## config.mk

```make
export PLATFORM = sky130hd
export DESIGN_NAME = param_stack
export DESIGN_NICKNAME = d
export VERILOG_FILES = /design/src/rtl/stack_pkg.sv /design/src/rtl/stack_ram.sv /design/src/rtl/param_stack.sv
export SDC_FILE = /design/constraint.sdc
export NUM_CORES = 2
export LEC_CHECK = 0
export ABC_AREA = 0
export CAP_MARGIN = 0
export CORE_ASPECT_RATIO = 0.6
export CORE_MARGIN = 8
export CORE_UTILIZATION = 40
export DETAILED_ROUTE_END_ITERATION = 12
export SETUP_SLACK_MARGIN = 0.2
export SYNTH_ARGS = -nofsm -noshare
export SYNTH_HDL_FRONTEND = slang
export SYNTH_SLANG_ARGS = --single-unit
```

## constraint.sdc

```tcl
create_clock -name c_CLOCK -period 7.7 [get_ports c_CLOCK]
set_input_delay 2.31 -clock c_CLOCK [delete_from_list [all_inputs] [get_ports c_CLOCK]]
set_output_delay 2.31 -clock c_CLOCK [all_outputs]
set_load 0.1 [all_outputs]
```

## src/rtl/stack_pkg.sv

```systemverilog
// Shared opcodes and sizing helper for the parameterised operand stack.
package stack_pkg;

    localparam logic [2:0] OP_NOP     = 3'b000;
    localparam logic [2:0] OP_PUSH    = 3'b001;
    localparam logic [2:0] OP_POP     = 3'b010;
    localparam logic [2:0] OP_REPL    = 3'b011;
    localparam logic [2:0] OP_POPREPL = 3'b100;
    localparam logic [2:0] OP_POP2    = 3'b101;

    function automatic int ptr_width(input int depth);
        return $clog2(depth);
    endfunction

endpackage

```

## src/rtl/stack_ram.sv

```systemverilog
// Spill array below NOS: one synchronous write port, a combinational refill
// window (top entry and the one beneath it) and a combinational pick port.
module stack_ram #(
    parameter int WIDTH = 16,
    parameter int DEPTH = 64,
    parameter int PTR_W = 6
) (
    input  logic             clk_i,
    input  logic             we_i,
    input  logic [PTR_W-1:0] waddr_i,
    input  logic [WIDTH-1:0] wdata_i,
    input  logic [PTR_W-1:0] raddr_i,
    output logic [WIDTH-1:0] rdata_o,
    output logic [WIDTH-1:0] rdata_next_o,
    input  logic [PTR_W-1:0] paddr_i,
    output logic [WIDTH-1:0] pdata_o
);

    localparam int ENTRIES = DEPTH - 2;
    localparam logic [PTR_W-1:0] LAST = PTR_W'(ENTRIES - 1);

    logic [WIDTH-1:0] mem_q [ENTRIES];
    logic [PTR_W-1:0] raddr_next;

    // NOTE: storage has no reset; the parent's depth masking hides stale entries.
    always_ff @(posedge clk_i) begin
        if (we_i && waddr_i <= LAST) begin
            mem_q[waddr_i] <= wdata_i;
        end
    end

    assign raddr_next   = raddr_i - PTR_W'(1);
    assign rdata_o      = (raddr_i <= LAST) ? mem_q[raddr_i] : '0;
    assign rdata_next_o = (raddr_next <= LAST) ? mem_q[raddr_next] : '0;
    assign pdata_o      = (paddr_i <= LAST) ? mem_q[paddr_i] : '0;

endmodule

```

## src/rtl/param_stack.sv

```systemverilog
// Operand stack with TOS/NOS held in registers, spill array below them,
// registered pick read and sticky error tracking.
module param_stack
    import stack_pkg::*;
#(
    parameter int WIDTH = 16,
    parameter int DEPTH = 64,
    parameter int PTR_W = ptr_width(DEPTH)
) (
    input  logic             c_CLOCK,
    input  logic             f_RESET,
    input  logic [2:0]       i_OP,
    input  logic [WIDTH-1:0] i_DATA,
    input  logic [PTR_W-1:0] i_PICK,
    output logic [WIDTH-1:0] o_OP1,
    output logic [WIDTH-1:0] o_OP2,
    output logic [WIDTH-1:0] o_PICK,
    output logic [PTR_W:0]   o_DEPTH,
    output logic             o_EMPTY,
    output logic             o_FULL,
    output logic             o_OVERFLOW,
    output logic             o_UNDERFLOW,
    output logic             o_ERROR
);

    localparam logic [PTR_W:0] D0   = '0;
    localparam logic [PTR_W:0] D1   = (PTR_W+1)'(1);
    localparam logic [PTR_W:0] D2   = (PTR_W+1)'(2);
    localparam logic [PTR_W:0] D3   = (PTR_W+1)'(3);
    localparam logic [PTR_W:0] D4   = (PTR_W+1)'(4);
    localparam logic [PTR_W:0] FULL = (PTR_W+1)'(DEPTH);

    logic [PTR_W:0]   depth_q, depth_d;
    logic [WIDTH-1:0] tos_q, tos_d;
    logic [WIDTH-1:0] nos_q, nos_d;
    logic [WIDTH-1:0] pick_q, pick_d;
    logic             ovf_q, ovf_d;
    logic             udf_q, udf_d;
    logic             err_q, err_d;

    logic             ram_we;
    logic [PTR_W-1:0] ram_waddr, ram_raddr, ram_paddr;
    logic [WIDTH-1:0] ram_rdata, ram_rdata_next, ram_pdata;
    logic [WIDTH-1:0] elem2, elem3;

    // Array entry k holds stack element (depth-1-k); modular PTR_W-bit
    // arithmetic is exact because DEPTH is a power of two.
    assign ram_waddr = depth_q[PTR_W-1:0] - PTR_W'(2);
    assign ram_raddr = depth_q[PTR_W-1:0] - PTR_W'(3);
    assign ram_paddr = depth_q[PTR_W-1:0] - PTR_W'(1) - i_PICK;

    stack_ram #(
        .WIDTH (WIDTH),
        .DEPTH (DEPTH),
        .PTR_W (PTR_W)
    ) u_ram (
        .clk_i        (c_CLOCK),
        .we_i         (ram_we),
        .waddr_i      (ram_waddr),
        .wdata_i      (nos_q),
        .raddr_i      (ram_raddr),
        .rdata_o      (ram_rdata),
        .rdata_next_o (ram_rdata_next),
        .paddr_i      (ram_paddr),
        .pdata_o      (ram_pdata)
    );

    assign elem2 = (depth_q >= D3) ? ram_rdata : '0;
    assign elem3 = (depth_q >= D4) ? ram_rdata_next : '0;

    // NOTE: every comb output gets a default first so no latch is inferred.
    always_comb begin
        depth_d = depth_q;
        tos_d   = tos_q;
        nos_d   = nos_q;
        ovf_d   = 1'b0;
        udf_d   = 1'b0;
        ram_we  = 1'b0;
        case (i_OP)
            OP_PUSH: begin
                if (depth_q == FULL) begin
                    ovf_d = 1'b1;
                end else begin
                    ram_we  = (depth_q >= D2);
                    nos_d   = tos_q;
                    tos_d   = i_DATA;
                    depth_d = depth_q + D1;
                end
            end
            OP_POP: begin
                if (depth_q == D0) begin
                    udf_d = 1'b1;
                end else begin
                    tos_d   = nos_q;
                    nos_d   = elem2;
                    depth_d = depth_q - D1;
                end
            end
            OP_REPL: begin
                if (depth_q == D0) udf_d = 1'b1;
                else               tos_d = i_DATA;
            end
            OP_POPREPL: begin
                if (depth_q < D2) begin
                    udf_d = 1'b1;
                end else begin
                    tos_d   = i_DATA;
                    nos_d   = elem2;
                    depth_d = depth_q - D1;
                end
            end
            OP_POP2: begin
                if (depth_q < D2) begin
                    udf_d = 1'b1;
                end else begin
                    tos_d   = elem2;
                    nos_d   = elem3;
                    depth_d = depth_q - D2;
                end
            end
            default: ;
        endcase
        err_d = err_q | ovf_d | udf_d;
    end

    // Pick uses the contents before this cycle's operation lands.
    always_comb begin
        pick_d = '0;
        if ({1'b0, i_PICK} < depth_q) begin
            if (i_PICK == '0)                   pick_d = tos_q;
            else if (i_PICK == PTR_W'(1))       pick_d = nos_q;
            else                                pick_d = ram_pdata;
        end
    end

    // NOTE: state registers use non-blocking assignments only.
    always_ff @(posedge c_CLOCK) begin
        if (f_RESET) begin
            depth_q <= '0;
            tos_q   <= '0;
            nos_q   <= '0;
            pick_q  <= '0;
            ovf_q   <= 1'b0;
            udf_q   <= 1'b0;
            err_q   <= 1'b0;
        end else begin
            depth_q <= depth_d;
            tos_q   <= tos_d;
            nos_q   <= nos_d;
            pick_q  <= pick_d;
            ovf_q   <= ovf_d;
            udf_q   <= udf_d;
            err_q   <= err_d;
        end
    end

    assign o_OP1       = tos_q;
    assign o_OP2       = nos_q;
    assign o_PICK      = pick_q;
    assign o_DEPTH     = depth_q;
    assign o_EMPTY     = (depth_q == D0);
    assign o_FULL      = (depth_q == FULL);
    assign o_OVERFLOW  = ovf_q;
    assign o_UNDERFLOW = udf_q;
    assign o_ERROR     = err_q;

endmodule

```

# After elaboration in Yosys (flattened, before gate mapping)
# Memories as Yosys holds them, arrays and structs flattened.
# Index checks and enable logic that the tools add are counted.
dict set report word_totals {
  regBits 58
  ramBits 992
  out_inout_bits 60
  wordCells 81
  n_memories 1
}
# name depth word_bits read_ports rd_clocked_by_memory_dff wr line
set memory_table {}
lappend memory_table {u_ram.mem_q 62 16 3 0 1 stack_ram.sv:22} ;# logic [WIDTH-1:0] mem_q [ENTRIES];
dict set report classes {
  addsub 8
  n_lt_le_gt_ge 9
  n_eq_ne 12
  n_mux 31
  bitwise_logic 3
  reduce_logical 10
}
# op count
set ops {}
lappend ops {{$mux 16} 15}
lappend ops {{$pmux 16 s5} 1}
lappend ops {{$pmux 16 s4} 1}
lappend ops {{$mux 7} 4}
lappend ops {{$pmux 7 s4} 1}
lappend ops {{$le 6x6->1 const B} 4}
lappend ops {{$ge 7x2->1 const B} 2}
lappend ops {{$sub 6x1->6 const B} 2}
lappend ops {{$sub 6x2->6 const B} 2}
lappend ops {{$ne 2x2->1 const B} 5}
lappend ops {{$mux 1} 8}
lappend ops {{$add 7x1->7 const B} 1}
lappend ops {{$eq 7x7->1 const B} 1}
lappend ops {{$ge 7x3->1 const B} 1}
lappend ops {{$logic_not 7->1} 1}
lappend ops {{$lt 6x7->1} 1}
lappend ops {{$lt 7x2->1 const B} 1}
lappend ops {{$sub 7x1->7 const B} 1}
lappend ops {{$sub 7x2->7 const B} 1}
lappend ops {{$eq 3x2->1 const B} 2}
lappend ops {{$eq 3x3->1 const B} 2}
lappend ops {{$eq 6x1->1 const B} 1}
lappend ops {{$logic_not 6->1} 1}
lappend ops {{$reduce_and 6->1} 1}
lappend ops {{other kinds (10)} 13}

# Logic depth before layout (Yosys ltp)
dict set report depth {
  word_depth 7
  mapped_depth 19
}

# Modules after synthesis
# From an unflattened synthesis, not the netlist that was laid out.
dict set report unflattened {
  cells_unflattened 3707
  area_unflattened_um2 58588.7
}
# module n_inst cells_each area_each_um2 seq_area_each_um2
set by_module_without_submodules {}
lappend by_module_without_submodules {stack_ram 1 3251 54766.3 29788.6}
lappend by_module_without_submodules {param_stack 1 456 3822.4 1161.1}

# Least setup slack after synthesis
# Ideal clock, no wire load.
dict set report synth_timing {
  path_kind {reg2out}
  from {register depth_q[0], in the netlist o_DEPTH[0]}
  to {output o_FULL}
  t_arrival_ns 3.668
  required_time_ns 5.390
  setup_slack_ns 1.722
  path_stages_with_launch 9
  path_cell_list {dfxtp_1 buf_4 inv_1 buf_2 buf_2 clkbuf_1 ha_1 nand2_1 nor2_1}
}
dict set report synth_via {
  elab_chain_len 1
}
# item line
set synth_lines {}
lappend synth_lines {{start, declared} param_stack.sv:33} ;# logic [PTR_W:0] depth_q, depth_d;
lappend synth_lines {{start signal, assigned} param_stack.sv:147} ;# depth_q <= depth_d;
lappend synth_lines {{$eq 7x7->1} param_stack.sv:162} ;# assign o_FULL = (depth_q == FULL);
lappend synth_lines {{end, declared} param_stack.sv:20} ;# output logic o_FULL,
# No other way between the ends.

# Final worst setup path
dict set report layout_timing {
  from {input i_PICK[0]}
  to {register pick_q[6], in the netlist o_PICK[6]}
}
dict set report layout_via {
  elab_chain_len 5
  elab_cells_between_ends 11
  classes_between {add/sub (1); order compare (2); eq/ne (1); mux (3); bitwise (1); reduce/logical (2); memory (1)}
}
# item line
set layout_lines {}
lappend layout_lines {{start, declared} param_stack.sv:14} ;# input logic [PTR_W-1:0] i_PICK,
lappend layout_lines {{$sub 6x6->6} param_stack.sv:50} ;# assign ram_paddr = depth_q[PTR_W-1:0] - PTR_W'(1) - i_PICK;
lappend layout_lines {{$mem_v2 62x16 / $le 6x6->1 (equally long branches)} -}
lappend layout_lines {{$mux 16} stack_ram.sv:35} ;# assign pdata_o = (paddr_i <= LAST) ? mem_q[paddr_i] : '0;
lappend layout_lines {{$mux 16} param_stack.sv:131} ;# else if (i_PICK == PTR_W'(1)) pick_d = nos_q;
lappend layout_lines {{$mux 16} param_stack.sv:130} ;# if (i_PICK == '0) pick_d = tos_q;
lappend layout_lines {{end signal, assigned} param_stack.sv:150} ;# pick_q <= pick_d;
lappend layout_lines {{end, declared} param_stack.sv:36} ;# logic [WIDTH-1:0] pick_q, pick_d;
# Parallel ways exist; a longest one is shown, timed or not.
# A chain may end at the register's enable or synchronous reset.

==> results list <==
- The initial utilization of the core area, before any placement, comes to around 40%.
- Across every metal layer, demand over resource in global routing totals 27.8%.
- The clock net in this run drives a total of around 1100 sinks.
- Share of Yosys cell area claimed by the top area cell type: 50.9%
- Worst Path Max Fanout: between 60 and 70
* Synth area leaders: sky130_fd_sc_hd__edfxtp_1 51%, sky130_fd_sc_hd__mux4_2 29%, sky130_fd_sc_hd__mux2i_1 2.6%
- Max-cap violations in this run came to 0.
- The first TritonRoute pass finished after 8 iterations.
- In this run the clock root is driven by a sky130_fd_sc_hd__clkbuf_16.
- Worst setup SP type: input port
* Synth top cells by count: 992 x sky130_fd_sc_hd__edfxtp_1, 755 x sky130_fd_sc_hd__mux4_2, 201 x sky130_fd_sc_hd__nand2_1
* Area of the core region: roughly 140000 sq um
- The H-tree was split into 3 levels.
* Chip width: roughly 510 microns
- The worst register-to-register path ends at o_OP2[8]$_SDFFE_PP0P_.
- Pins over their slew limit: 0
- Initial detailed-routing violation count: slightly below 8000
- After detailed placement, the design holds a cell count of ~5400.
- First-pass GRT wire length: roughly 310 mm
- Hold_buf cts: 0
- The average instance in the mapped netlist occupies 17.0 sq um.
* Final WL: 228 mm
- Netlist cell types: 74
- Class of the most critical hold timing path: register to register
* Crit path arrival time: around 6500 ps
- Setup TNS Final: 0 ps
- Entering global routing, the biggest net connects 110 pins.
- Dpl ws: 1160 ps
* Net count reported at finish: between 3000 and 4000
- Relative to the synthesized area, the layout overhead comes to 11.6%.
- Post-route clock skew: 20.5 ps
- The via count of the first global-routing pass came to 36900.
* Post-layout min period: 5880 ps
- Placer's final routability congestion estimate: about 0.95
- Total power: 20.2 mW
* Fraction of final layout cells sized beyond drive strength 1: between 30% and 40%
* Num CTS Buffers: 97
- Summing all placed instances gives a cell area of roughly 62000 sq um.
* Area of the die: about 160000 sq um
- Once the clock tree was built, the setup fixing pass inserted 0 buffers.
* Reg-to-Reg Start: o_DEPTH[0]$_SDFFE_PP0P_
- Clock transition at path regs: 70 ps
- Number of antenna violations at the first check in global routing: 16
- The worst hold path begins at o_ERROR$_SDFF_PP0_.
- Antenna Nets Post-Route: 0
* Vertical extent of the die: 312 microns
* Count of flip-flops with a built-in enable after synthesis: 992
- Category of the most critical setup path: input port to register
- After detailed routing, the average wire length per cell comes to around 41 microns.
- Average via count per standard cell: 7.29
- Outcome: finished, final reports clean
- Total number of yosys warnings: 0
- Of the available clock period, the critical path in the final layout requires about 76%.
- Once the clock tree was built, the resizer swapped 0 gates to a different size.
- Cell area after synthesis: about 60000 sq um
- Final hold analysis gives a worst-case slack of between 500 and 600 ps.
- Most used standard cell by instance count after synthesis: sky130_fd_sc_hd__edfxtp_1
- In this run the power density over the cells is roughly 310 nW/um^2.
- DPL Wire Length: ~150 mm
* Worst vdd ir: between 0.15 and 0.2 mV
- Cells fill between 40% and 50% of the core in the end.
* Area of all placed cells without fillers: 65300 sq um
- Worst-skew pair later-pin latency: 730 ps
- Leading register cell type out of synthesis: sky130_fd_sc_hd__edfxtp_1
* Relative max-transition margin: between 6 and 7%
* Seq/Total Area, Yosys: between 50% and 60%
* Setup repair after global routing missed its margin: false
* Final Instance Count excl. Fillers: between 5000 and 6000
- Across all register-to-register paths, the minimum setup slack is roughly 2000 ps.
* Total of flip-flops plus latches after synthesis: 1050
- Setup violations remaining at the end of the flow were counted as 0.
- For the pin with the worst max-slew slack, the measured transition is approximately 1400 ps.
- Cells on Worst Hold Path: 2
- Row generation in the floorplan step produced roughly 110 rows.
- Required time at the endpoint of the critical path: 8290 ps
- Worst setup EP type: register
- Final-report hold violation count: 0
- TritonCTS built the clock tree.
- In this run the deepest clock path goes through 3 buffers.
- FFs w/ async S/R, synth: 0%
* Worst path setup slack after routing: 1820 ps
- The analysis attributes to cell leakage a power of just over 20 nW.
- Based on the critical path, the design can be clocked at up to 170 MHz.
- Post-Syn Nets: around 3500
- For this design the top-level I/O count stands at 87.
* Gate Count Post-Synth: 3452
- Port buffering added 86 buffers.
- The biggest area contributor in the post-synthesis netlist is sky130_fd_sc_hd__edfxtp_1.
- In the routed design, unresolved DRC markers number 0.
- Logic depth of the worst register-to-register path: 9
- For this run the aggregate overflow at the end of global routing stands at 0.
* Sink of the worst hold path: o_ERROR$_SDFF_PP0_
- Across all layers, the routed design uses around 40000 vias.
worst max-delay path by stage:
stage / start / to / slack, ps / depth (start not counted)
final: i_PICK[0] / o_PICK[6]$_SDFF_PP0_ / 1820 / 11
after CTS: o_DEPTH[4]$_SDFFE_PP0P_ / o_FULL / 1890 / 3
after floorplan: o_DEPTH[0]$_SDFFE_PP0P_ / o_FULL / 1720 / 8
after global routing: o_DEPTH[1]$_SDFFE_PP0P_ / o_FULL / 1770 / 6
after global placement: i_PICK[0] / o_PICK[6]$_SDFF_PP0_ / 1130 / 11
after detailed placement: i_PICK[0] / o_PICK[6]$_SDFF_PP0_ / 1160 / 11
registers in the layout, indices dropped and copies added (netlist names):
name         flops
o_DEPTH          7
o_OVERFLOW       1
o_OP2           16
o_ERROR          1
o_OP1           16
u_ram.mem_q    992
o_UNDERFLOW      1
o_PICK          16
cell families after synthesis:
family,after synthesis,synth area share (%)
XOR/XNOR,27,0.462
buffers and inverters,330,2.96
AO/OA/AOI/OAI,443,5.17
flip-flops,1050,52.9
adder cells (fa/ha/maj),29,0.646
AND/OR/NAND/NOR,593,4.60
multiplexers,980,33.3
area by class of cell:
cell class                      instances  area [sq um]
Timing Repair Buffer                  285          2590
Clock buffer                          122          2600
Inverter                               25          93.8
Tap cell                             1925          2410
Fill cell                           12400         79500
Clock inverter                         55           438
Multi-Input combinational cell       2072         26200
Antenna cell                            8          20.0
Sequential cell                      1050         31000
where the power goes:
group	leakage [nW]	total (mW)	internal, mW	switching, mW
Clock	1.49	4.84	2.57	2.27
Sequential	9.56	6.83	6.63	0.197
Combinational	9.06	8.55	3.27	5.28
Total	20.1	20.2	12.5	7.75
critical path, stage by stage:
cell and delay, ps:
sky130_fd_sc_hd__clkdlybuf4s50_1 540, sky130_fd_sc_hd__inv_1 180, sky130_fd_sc_hd__ha_4 160, sky130_fd_sc_hd__inv_1 70, sky130_fd_sc_hd__fa_4 1070, sky130_fd_sc_hd__buf_12 360, sky130_fd_sc_hd__mux4_2 400, sky130_fd_sc_hd__mux4_1 640
sky130_fd_sc_hd__mux2_2 310, sky130_fd_sc_hd__a22oi_1 150, sky130_fd_sc_hd__a211oi_1 90
cells in the final DEF, fill, tap and decap left out, types with 9 or more instances in the layout:
| cell | synthesis | final |
|---|---|---|
| sky130_fd_sc_hd__a211oi_1 | 74 | 74 |
| sky130_fd_sc_hd__a21oi_1 | 113 | 113 |
| sky130_fd_sc_hd__a22oi_1 | 20 | 20 |
| sky130_fd_sc_hd__a311oi_1 | 9 | 9 |
| sky130_fd_sc_hd__a31oi_1 | 11 | 11 |
| sky130_fd_sc_hd__buf_12 | 0 | 21 |
| sky130_fd_sc_hd__buf_4 | 45 | 184 |
| sky130_fd_sc_hd__clkbuf_1 | 83 | 19 |
| sky130_fd_sc_hd__clkbuf_16 | 0 | 99 |
| sky130_fd_sc_hd__clkdlybuf4s50_1 | 0 | 78 |
| sky130_fd_sc_hd__clkinv_1 | 0 | 15 |
| sky130_fd_sc_hd__clkinv_2 | 0 | 24 |
| sky130_fd_sc_hd__dfxtp_1 | 58 | 39 |
| sky130_fd_sc_hd__dfxtp_2 | 0 | 17 |
| sky130_fd_sc_hd__edfxtp_1 | 992 | 992 |
| sky130_fd_sc_hd__ha_1 | 27 | 25 |
| sky130_fd_sc_hd__inv_1 | 24 | 23 |
| sky130_fd_sc_hd__mux2_2 | 62 | 62 |
| sky130_fd_sc_hd__mux2i_1 | 154 | 154 |
| sky130_fd_sc_hd__mux4_2 | 755 | 755 |
| sky130_fd_sc_hd__nand2_1 | 201 | 200 |
| sky130_fd_sc_hd__nand3_1 | 52 | 52 |
| sky130_fd_sc_hd__nand3b_1 | 15 | 15 |
| sky130_fd_sc_hd__nand4_1 | 14 | 14 |
| sky130_fd_sc_hd__nor2_1 | 191 | 125 |
| sky130_fd_sc_hd__nor2_2 | 0 | 61 |
| sky130_fd_sc_hd__nor2b_1 | 27 | 27 |
| sky130_fd_sc_hd__nor3_1 | 32 | 31 |
| sky130_fd_sc_hd__nor4_1 | 9 | 9 |
| sky130_fd_sc_hd__o21ai_0 | 54 | 52 |
| sky130_fd_sc_hd__o221ai_1 | 14 | 14 |
| sky130_fd_sc_hd__o22ai_1 | 36 | 36 |
| sky130_fd_sc_hd__o32a_1 | 10 | 10 |
| sky130_fd_sc_hd__o32ai_1 | 22 | 22 |
| sky130_fd_sc_hd__or3_1 | 15 | 15 |
| sky130_fd_sc_hd__xnor2_1 | 19 | 13 |
per-layer routing:
metal	track usage (%)	share of wire, %	routed length, microns	vias up
li1	-	-	-	14900
met1	40.8	39	89700	20900
met3	17.2	20	46400	498
met2	33.2	36	83100	4109
met5	1.78	0.21	477	-
met4	8.22	3.6	8140	18
(Power assumes the default switching activity.)
